### config.mk
export PLATFORM = sky130hd
export DESIGN_NAME = demux_flat
export DESIGN_NICKNAME = d
export VERILOG_FILES = /design/src/rtl/demux_pkg.sv /design/src/rtl/demux_if.sv /design/src/rtl/demux_slot.sv /design/src/rtl/demux.sv /design/src/flat_wrapper.sv
export SDC_FILE = /design/constraint.sdc
export NUM_CORES = 1
export LEC_CHECK = 0
export ABC_AREA = 0
export CAP_MARGIN = 10
export CORE_UTILIZATION = 44
export DETAILED_ROUTE_END_ITERATION = 8
export PLACE_DENSITY_LB_ADDON = 0.3
export SYNTH_ARGS = -nofsm -noshare
export SYNTH_HDL_FRONTEND = slang
export SYNTH_HIERARCHICAL = 1
export SYNTH_SLANG_ARGS = --single-unit
### constraint.sdc
create_clock -name clk -period 1.9 [get_ports clk]
set_input_delay 0.19 -clock clk [delete_from_list [all_inputs] [get_ports clk]]
set_output_delay 0.19 -clock clk [all_outputs]
set_load 0.01 [all_outputs]
### src/rtl/demux_pkg.sv
`default_nettype none
// +------------------------------------------------------------------+
// | demux_pkg : shared widths and channel-index type for the demux   |
// | rev 1.0                                                          |
// +------------------------------------------------------------------+
package demux_pkg;

  localparam int DATA_W    = 32;
  localparam int NCH       = 4;
  localparam int CNT_W     = 16;
  localparam int SEL_W_MAX = 2;

  // Holds any legal select code; narrower selects are zero-extended into it.
  typedef logic [SEL_W_MAX-1:0] ch_idx_t;

  function automatic int num_channels(input int sel_w);
    return 1 << sel_w;
  endfunction

endpackage
`default_nettype wire

### src/rtl/demux_if.sv
`default_nettype none
// +------------------------------------------------------------------+
// | demux_if : producer/consumer handshake bundle of the demux       |
// | rev 1.0                                                          |
// +------------------------------------------------------------------+
interface demux_if #(
  parameter int width = 1
);
  import demux_pkg::*;

  logic               valid_i;
  logic               ready_o;
  logic [width-1:0]   s;
  logic [DATA_W-1:0]  data_i;
  logic [NCH-1:0]     valid_o;
  logic [NCH-1:0]     ready_i;
  logic [DATA_W-1:0]  d0_o;
  logic [DATA_W-1:0]  d1_o;
  logic [DATA_W-1:0]  d2_o;
  logic [DATA_W-1:0]  d3_o;
  logic [CNT_W-1:0]   count_o;

  modport master (
    output valid_i, s, data_i, ready_i,
    input  ready_o, valid_o, d0_o, d1_o, d2_o, d3_o, count_o
  );

  modport slave (
    input  valid_i, s, data_i, ready_i,
    output ready_o, valid_o, d0_o, d1_o, d2_o, d3_o, count_o
  );

endinterface
`default_nettype wire

### src/rtl/demux_slot.sv
`default_nettype none
// +------------------------------------------------------------------+
// | demux_slot : one channel's full flag and holding register        |
// | rev 1.0                                                          |
// +------------------------------------------------------------------+
module demux_slot
  import demux_pkg::*;
(
  input  logic              clk,
  input  logic              rst,
  input  logic              load_i,
  input  logic              drain_i,
  input  logic [DATA_W-1:0] data_i,
  output logic              valid_o,
  output logic [DATA_W-1:0] data_o
);

  logic              valid_d, valid_q;
  logic [DATA_W-1:0] data_d, data_q;

  // A load on the same edge as a drain wins, so the slot stays full.
  always_comb begin
    valid_d = valid_q;
    data_d  = data_q;
    if (drain_i) begin
      valid_d = 1'b0;
    end
    if (load_i) begin
      valid_d = 1'b1;
      data_d  = data_i;
    end
  end

  always_ff @(posedge clk or posedge rst) begin
    if (rst) begin
      valid_q <= 1'b0;
      data_q  <= '0;
    end else begin
      valid_q <= valid_d;
      data_q  <= data_d;
    end
  end

  assign valid_o = valid_q;
  assign data_o  = data_q;

endmodule
`default_nettype wire

### src/rtl/demux.sv
`default_nettype none
// +------------------------------------------------------------------+
// | demux : registered 1-to-N demultiplexer with per-channel buffer  |
// | rev 1.0                                                          |
// +------------------------------------------------------------------+
module demux
  import demux_pkg::*;
#(
  parameter int width = 1
) (
  input  logic   clk,
  input  logic   rst,
  demux_if.slave bus
);

  localparam int NUSED = num_channels(width);

  ch_idx_t           sel;
  logic              ready;
  logic              accept;
  logic [NCH-1:0]    full;
  logic [NCH-1:0]    drain;
  logic [DATA_W-1:0] hold [NCH];
  logic [CNT_W-1:0]  count_d, count_q;

  always_comb begin
    sel     = ch_idx_t'(bus.s);
    ready   = !full[sel] || bus.ready_i[sel];
    accept  = bus.valid_i && ready;
    drain   = full & bus.ready_i;
    count_d = count_q + CNT_W'(accept);
  end

  for (genvar k = 0; k < NCH; k++) begin : g_slot
    logic load;
    // Channels beyond the select range are never loaded and so stay empty.
    if (k < NUSED) begin : g_live
      assign load = accept && (sel == ch_idx_t'(k));
    end else begin : g_tied
      assign load = 1'b0;
    end

    demux_slot u_slot (
      .clk     (clk),
      .rst     (rst),
      .load_i  (load),
      .drain_i (drain[k]),
      .data_i  (bus.data_i),
      .valid_o (full[k]),
      .data_o  (hold[k])
    );
  end

  always_ff @(posedge clk or posedge rst) begin
    if (rst) begin
      count_q <= '0;
    end else begin
      count_q <= count_d;
    end
  end

  assign bus.ready_o = ready;
  assign bus.valid_o = full;
  assign bus.d0_o    = hold[0];
  assign bus.d1_o    = hold[1];
  assign bus.d2_o    = hold[2];
  assign bus.d3_o    = hold[3];
  assign bus.count_o = count_q;

endmodule
`default_nettype wire

### src/flat_wrapper.sv
// flat-port wrapper written by rule: the top's interface ports become plain ports
module demux_flat import demux_pkg::*;
#(
  parameter int width = 1
)
  (clk, rst, bus_valid_i, bus_s, bus_data_i, bus_ready_i, bus_ready_o, bus_valid_o, bus_d0_o, bus_d1_o, bus_d2_o, bus_d3_o, bus_count_o);
  demux_if #(.width(width)) bus_i ();
  input  logic clk;
  input  logic rst;
  input wire logic [$bits(bus_i.valid_i)-1:0] bus_valid_i;
  input wire logic [$bits(bus_i.s)-1:0] bus_s;
  input wire logic [$bits(bus_i.data_i)-1:0] bus_data_i;
  input wire logic [$bits(bus_i.ready_i)-1:0] bus_ready_i;
  output wire logic [$bits(bus_i.ready_o)-1:0] bus_ready_o;
  output wire logic [$bits(bus_i.valid_o)-1:0] bus_valid_o;
  output wire logic [$bits(bus_i.d0_o)-1:0] bus_d0_o;
  output wire logic [$bits(bus_i.d1_o)-1:0] bus_d1_o;
  output wire logic [$bits(bus_i.d2_o)-1:0] bus_d2_o;
  output wire logic [$bits(bus_i.d3_o)-1:0] bus_d3_o;
  output wire logic [$bits(bus_i.count_o)-1:0] bus_count_o;
  assign bus_i.valid_i = bus_valid_i;
  assign bus_i.s = bus_s;
  assign bus_i.data_i = bus_data_i;
  assign bus_i.ready_i = bus_ready_i;
  assign bus_ready_o = bus_i.ready_o;
  assign bus_valid_o = bus_i.valid_o;
  assign bus_d0_o = bus_i.d0_o;
  assign bus_d1_o = bus_i.d1_o;
  assign bus_d2_o = bus_i.d2_o;
  assign bus_d3_o = bus_i.d3_o;
  assign bus_count_o = bus_i.count_o;
  demux #(.width(width)) u_core (.clk(clk), .rst(rst), .bus(bus_i));
endmodule
Word-level counts from Yosys, hierarchy flattened
Cells that the tools add are included.

operators by class
  bitwise gates (word level) = 1
  add/sub/neg operators = 1
  reductions and logical operators = 8
  magnitude comparators = 1
  muxes and demuxes = 8

operators by type and width
  operator                                                              number
  16-bit by 1-bit adder with 16-bit output                              1
  1-bit 2-to-1 mux                                                      8
  2-bit nonzero test                                                    2
  1-bit logical AND                                                     3
  1-bit by 3-bit < comparator with 1-bit output, second input constant  1
  2-bit AND                                                             1
  2-bit logical NOT                                                     1
  1-bit logical NOT                                                     1
  1-bit logical OR                                                      1

storage, ports and cells
  logic and storage cells = 24
  input port bits = 40
  register bits = 82
  output and inout bits = 149

Depth between registers and ports, before layout
  depth in word-level cells = 7
  depth in mapped cells = 8
  mapped depth without buffers = 8

By module
Netlist, hierarchy kept.

modules (own cells, without submodules)
  module      area an instance (µm²)  cells each  sequential area each (µm²)  instances
  demux_slot  1381.3                  72          825.8                       4
  demux       770.7                   72          400.4                       1

Worst setup path after synthesis
No wires, ideal clock.

  kind = flip-flop to flip-flop
  from = register u_core.g_slot[0].u_slot.valid_q
  to = register u_core.count_q[12], in the netlist u_core/bus.count_o[12]
  required time = 1.821 ns
  path buffers = 0
  arrival = 1.937 ns
  stages on the path, launching flop included = 9
  clock period less this slack = 2.016 ns
  setup slack = -0.116 ns
  path through = dfrtp_1 > nor3b_1 > a31oi_1 > and2_1 > ha_1 > ha_1 > nand4_1 > nor4_1 > xor2_1

between the ends
  word-level cells in the longest chain between the ends = 6

ends and longest elaborated chain
  item                                                 line                source
  from (decl)                                          demux_slot.sv:18    logic valid_d, valid_q;
  from (signal assigned)                               demux_slot.sv:39    valid_q <= valid_d;
  1-bit 2-to-1 mux (not written as such) (2 in a row)  demux.sv:28         ready = !full[sel] || bus.ready_i[sel];
  1-bit logical NOT                                    demux.sv:28
  1-bit logical OR                                     demux.sv:28
  net bus_ready_o                                      flat_wrapper.sv:14  output wire logic [$bits(bus_i.ready_o)-1:0] bus_ready_o;
  1-bit logical AND                                    demux.sv:29         accept = bus.valid_i && ready;
  16-bit by 1-bit adder with 16-bit output             demux.sv:31         count_d = count_q + CNT_W'(accept);
  net u_core.count_d[12]                               demux.sv:24         logic [CNT_W-1:0] count_d, count_q;
  to (signal assigned)                                 demux.sv:58         count_q <= count_d;
  to (decl)                                            demux.sv:24

The timed path passes the listed nets, and every way through them passes these cells. The select of a mux whose other input is x is not followed.
A chain may end at the register's enable or synchronous reset.

Worst setup path after layout
  from = register u_core.g_slot[0].u_slot.valid_q
  to = register u_core.count_q[11], in the netlist u_core/bus.count_o[11]

between the ends
  word-level cells in the longest chain between the ends = 6

ends and longest elaborated chain
  item                                                 line
  1-bit 2-to-1 mux (not written as such) (2 in a row)  demux.sv:28
  1-bit logical NOT                                    demux.sv:28
  1-bit logical OR                                     demux.sv:28
  1-bit logical AND                                    demux.sv:29
  16-bit by 1-bit adder with 16-bit output             demux.sv:31
  net u_core.count_d[11]                               demux.sv:24

The timed path passes the listed nets, and every way through them passes these cells. The select of a mux whose other input is x is not followed.

==> flow_summary.yaml <==
synth:
  ys_seq_elements: 148
  synth_top_area_share_pct: 58.8
  synth-main-ff-cell: "dfrtp_1"
  synth_common_cells: "dfrtp_1, mux2_4, buf_12, inv_1, mux2_2"
  syn-cell-area_um2: 6300
  syn_avg_cell_area_um2: 17.5
  syn_inst: 360
  synth_edf_count: 0
  ys.warnings.count: 6
  synth_top_area_cell: "dfrtp_1"
  async_reset_ff_share_pct: 100
  yosysSeqAreaShare_pct: 58.8
  synth_area_leaders: "dfrtp_1, mux2_4, buf_12"
  synth.most_common_cell: "dfrtp_1"
  synthDistinctLibCells: 24
worst_setup_path:
  worstPathMaxFanout: 5
  cp_top_family: "simple AND/OR/NAND/NOR gates"
  crit_required_ns: 2.22
  endpoint_kind: "flip-flop"
  crit_chain: "nor3b_4 -> a31oi_2 -> and2_1 -> ha_2 -> buf_4 -> nand3_4 -> nor3_1 -> xnor2_1"
  slowest_stage: "dfrtp_1"
  crit_buf_inv: 1
  path_class: "flip-flop to flip-flop"
  cp-start-kind: "flip-flop"
  crit_arrival_ns: 2.21
  crit_path_max_incr_delay_ns: 0.38
place:
  place.detailed.hpwl_um: 10300
  gp_congestion: 0.759
  place.port_buffers: 188
  place_inst: 734
route:
  drt_iter0_markers: 162
  remaining_drc_errors: 0
  routedWlPerCell_um: 19.9
  dr.pass1.iters: 4
  drtAntennaViolNets: 0
  wl_um: 15300
  vias: 3788
  via_per_inst: 4.94
timing:
  worst_pin_slew_ns: 0.693
  clock_skew_ns: 0.00676
  fmax_mhz: 531
  period_share_pct: 99.1
  setup_tns_ns: 0
  rsz0062_at_grt: "yes"
  drv_slew: 0
  max_slew_margin_pct: 53.5
  setup_viol: 0
  hold_violations: 0
  whs_ns: 0.198
  min_period_ns: 1.88
pwr:
  powerDensity_nw_per_um2: 1160
  ir_drop_uv: 784
  seqPwrFrac_pct: 39.3
  pwr-share-comb_pct: 27.1
  report.power.total_mw: 10.6
  leakage_nw: 4.15
  clkPwrFrac_pct: 33.6
  p_int_mw: 7.83
  swShare_pct: 26.0
  netSwitchingPower_mw: 2.75
final_layout:
  diodes: 0
  fin_util_pct: 65.6
  fillCellCount: 993
  final_nets: 616
  final_cells: 767
  drive_gt1_share_pct: 33.7
  area_delta_synth_final_pct: 45.1
floorplanning:
  rows: 43
  die_height_um: 122
  die_w_um: 122
  pin_count: 189
  initial_core_util_pct: 45.2
  core-area_um2: 13900
  die_area_um2: 14800
clocking:
  clock-root-buffer: "clkbuf_16"
  clock_sinks: 148
  cts_made_buffers: 17
  clk_latency_ns: 0.42
  cts_max_path_buffers: 2
  cts_tree: "yes"
  clkTransAtPathRegs_ns: 0.06
  htree_num_levels: 4
job:
  maxCapViolations: 0
global_routing:
  grt_pass1_wl_um: 23400
  grt_max_degree: 34
  grt_pass1_vias: 4011
  antenna_found_initial: 0
  overflow: 0
  grtUsageTotal_pct: 21.6
hold_path:
  hp-class: "input pin to async pin"
outcome:
  status: "complete, no violations"
## per-stage QoR
stage	area (um2)	worst slack, ns
floorplan	6330	-0.0609
global placement	8400	-0.224
detailed placement	8400	-0.376
CTS	9070	0.00215
global route	9140	-0.0778
finish	9140	0.0176
## worst paths after layout
path                       slack [ns]                       startpoint  cells past startpoint                                 end
max reg2reg                      0.02  u_core/g_slot[0].u_slot/valid_o                      8              u_core/bus.count_o[11]
max                              0.02  u_core/g_slot[0].u_slot/valid_o                      8              u_core/bus.count_o[11]
min in group clk                 0.47                   bus_ready_i[2]                      4     u_core/g_slot[2].u_slot/valid_o
max in group asynchronous        1.10                              rst                      3  u_core/g_slot[1].u_slot/data_o[30]
min                              0.20                              rst                      2  u_core/g_slot[2].u_slot/data_o[10]
min reg2reg                      0.48           u_core/bus.count_o[15]                      1              u_core/bus.count_o[15]
## cell families (layout without fill, tap and decap cells)
family | Yosys count | after routing | share of synthesized area (%)
simple gates | 33 | 33 | 3.06
compound gates | 6 | 6 | 0.656
other cells | 1 | 2 | 0.0596
fa+ha+maj | 2 | 2 | 0.397
mux | 128 | 128 | 29.8
buf+inv | 28 | 254 | 5.25
xor+xnor | 14 | 14 | 1.95
flops | 148 | 148 | 58.8
## state kept, by name, summed over array words and instances (netlist names)
register                      flops
u_core/g_slot.u_slot/data_o     128
u_core/bus.count_o               16
u_core/g_slot.u_slot/valid_o      4
## what timing repair did
item / 4_1_cts / 5_1_grt
gates cloned: 0 / 0
setup buffers: 1 / 0
gates resized for setup: 5 / 12
endpoints found under the hold margin: 0 / 0
hold buffers: 0 / 0
endpoints found under the setup margin: 6 / 11
pin swaps: 1 / 5
## cell type report
type                            count  area (um2)  share of cell area, %
Sequential cell                   148        3700                   40.5
Multi-Input combinational cell    185        2400                   26.3
Timing Repair Buffer              210        2130                   23.3
Clock buffer                       20         457                   5.00
Tap cell                          180         225                   2.46
Clock inverter                     12         179                   1.96
Inverter                           12        45.0                  0.493
## placed cells by master (no fill, tap or decap), drive strengths merged, types with 2 or more instances in the layout
| master | instances |
|---|---|
| clkinv | 9 |
| nand2 | 6 |
| dfrtp | 148 |
| ha | 2 |
| nand3 | 4 |
| clkinvlp | 3 |
| nor2 | 4 |
| mux2 | 128 |
| clkbuf | 20 |
| and2 | 5 |
| xnor2 | 4 |
| nor4 | 4 |
| a21o | 4 |
| xor2 | 10 |
| nor3 | 3 |
| inv | 8 |
| clkdlybuf4s50 | 187 |
| nand4 | 4 |
| nor3b | 2 |
| buf | 22 |
| conb | 2 |
| bufinv | 4 |
## power groups by stage
stage / registers (mW) / logic, mW / clock network, mW
global placement: 4.17 / 2.80 / 0
detailed placement: 4.19 / 2.85 / 0
CTS: 4.16 / 2.86 / 3.62
floorplan: 4.39 / 1.08 / 0
finish: 4.16 / 2.87 / 3.55
global route: 4.22 / 3.03 / 3.77
## worst reg2reg max path, delay by kind of cell, from the launching register on
family / cells / cell delay, ns
AO/OA/AOI/OAI: 1 / 0.16
AND/OR/NAND/NOR: 4 / 0.76
buffers and inverters: 1 / 0.12
adder cells (fa/ha/maj): 1 / 0.20
XOR/XNOR: 1 / 0.18
flip-flops: 1 / 0.38
## layer usage
metal | share of wire [%] | GRT usage, % | wire [um] | up-vias
li1 | - | - | - | 1675
met3 | 5.3 | 5.90 | 811 | 13
met4 | 1.1 | 7.02 | 168 | 0
met2 | 49 | 34.8 | 7540 | 122
met1 | 44 | 28.1 | 6780 | 1978
met5 | 0 | 0 | 0 | -
Note: power is estimated with default switching activity, not from simulation.
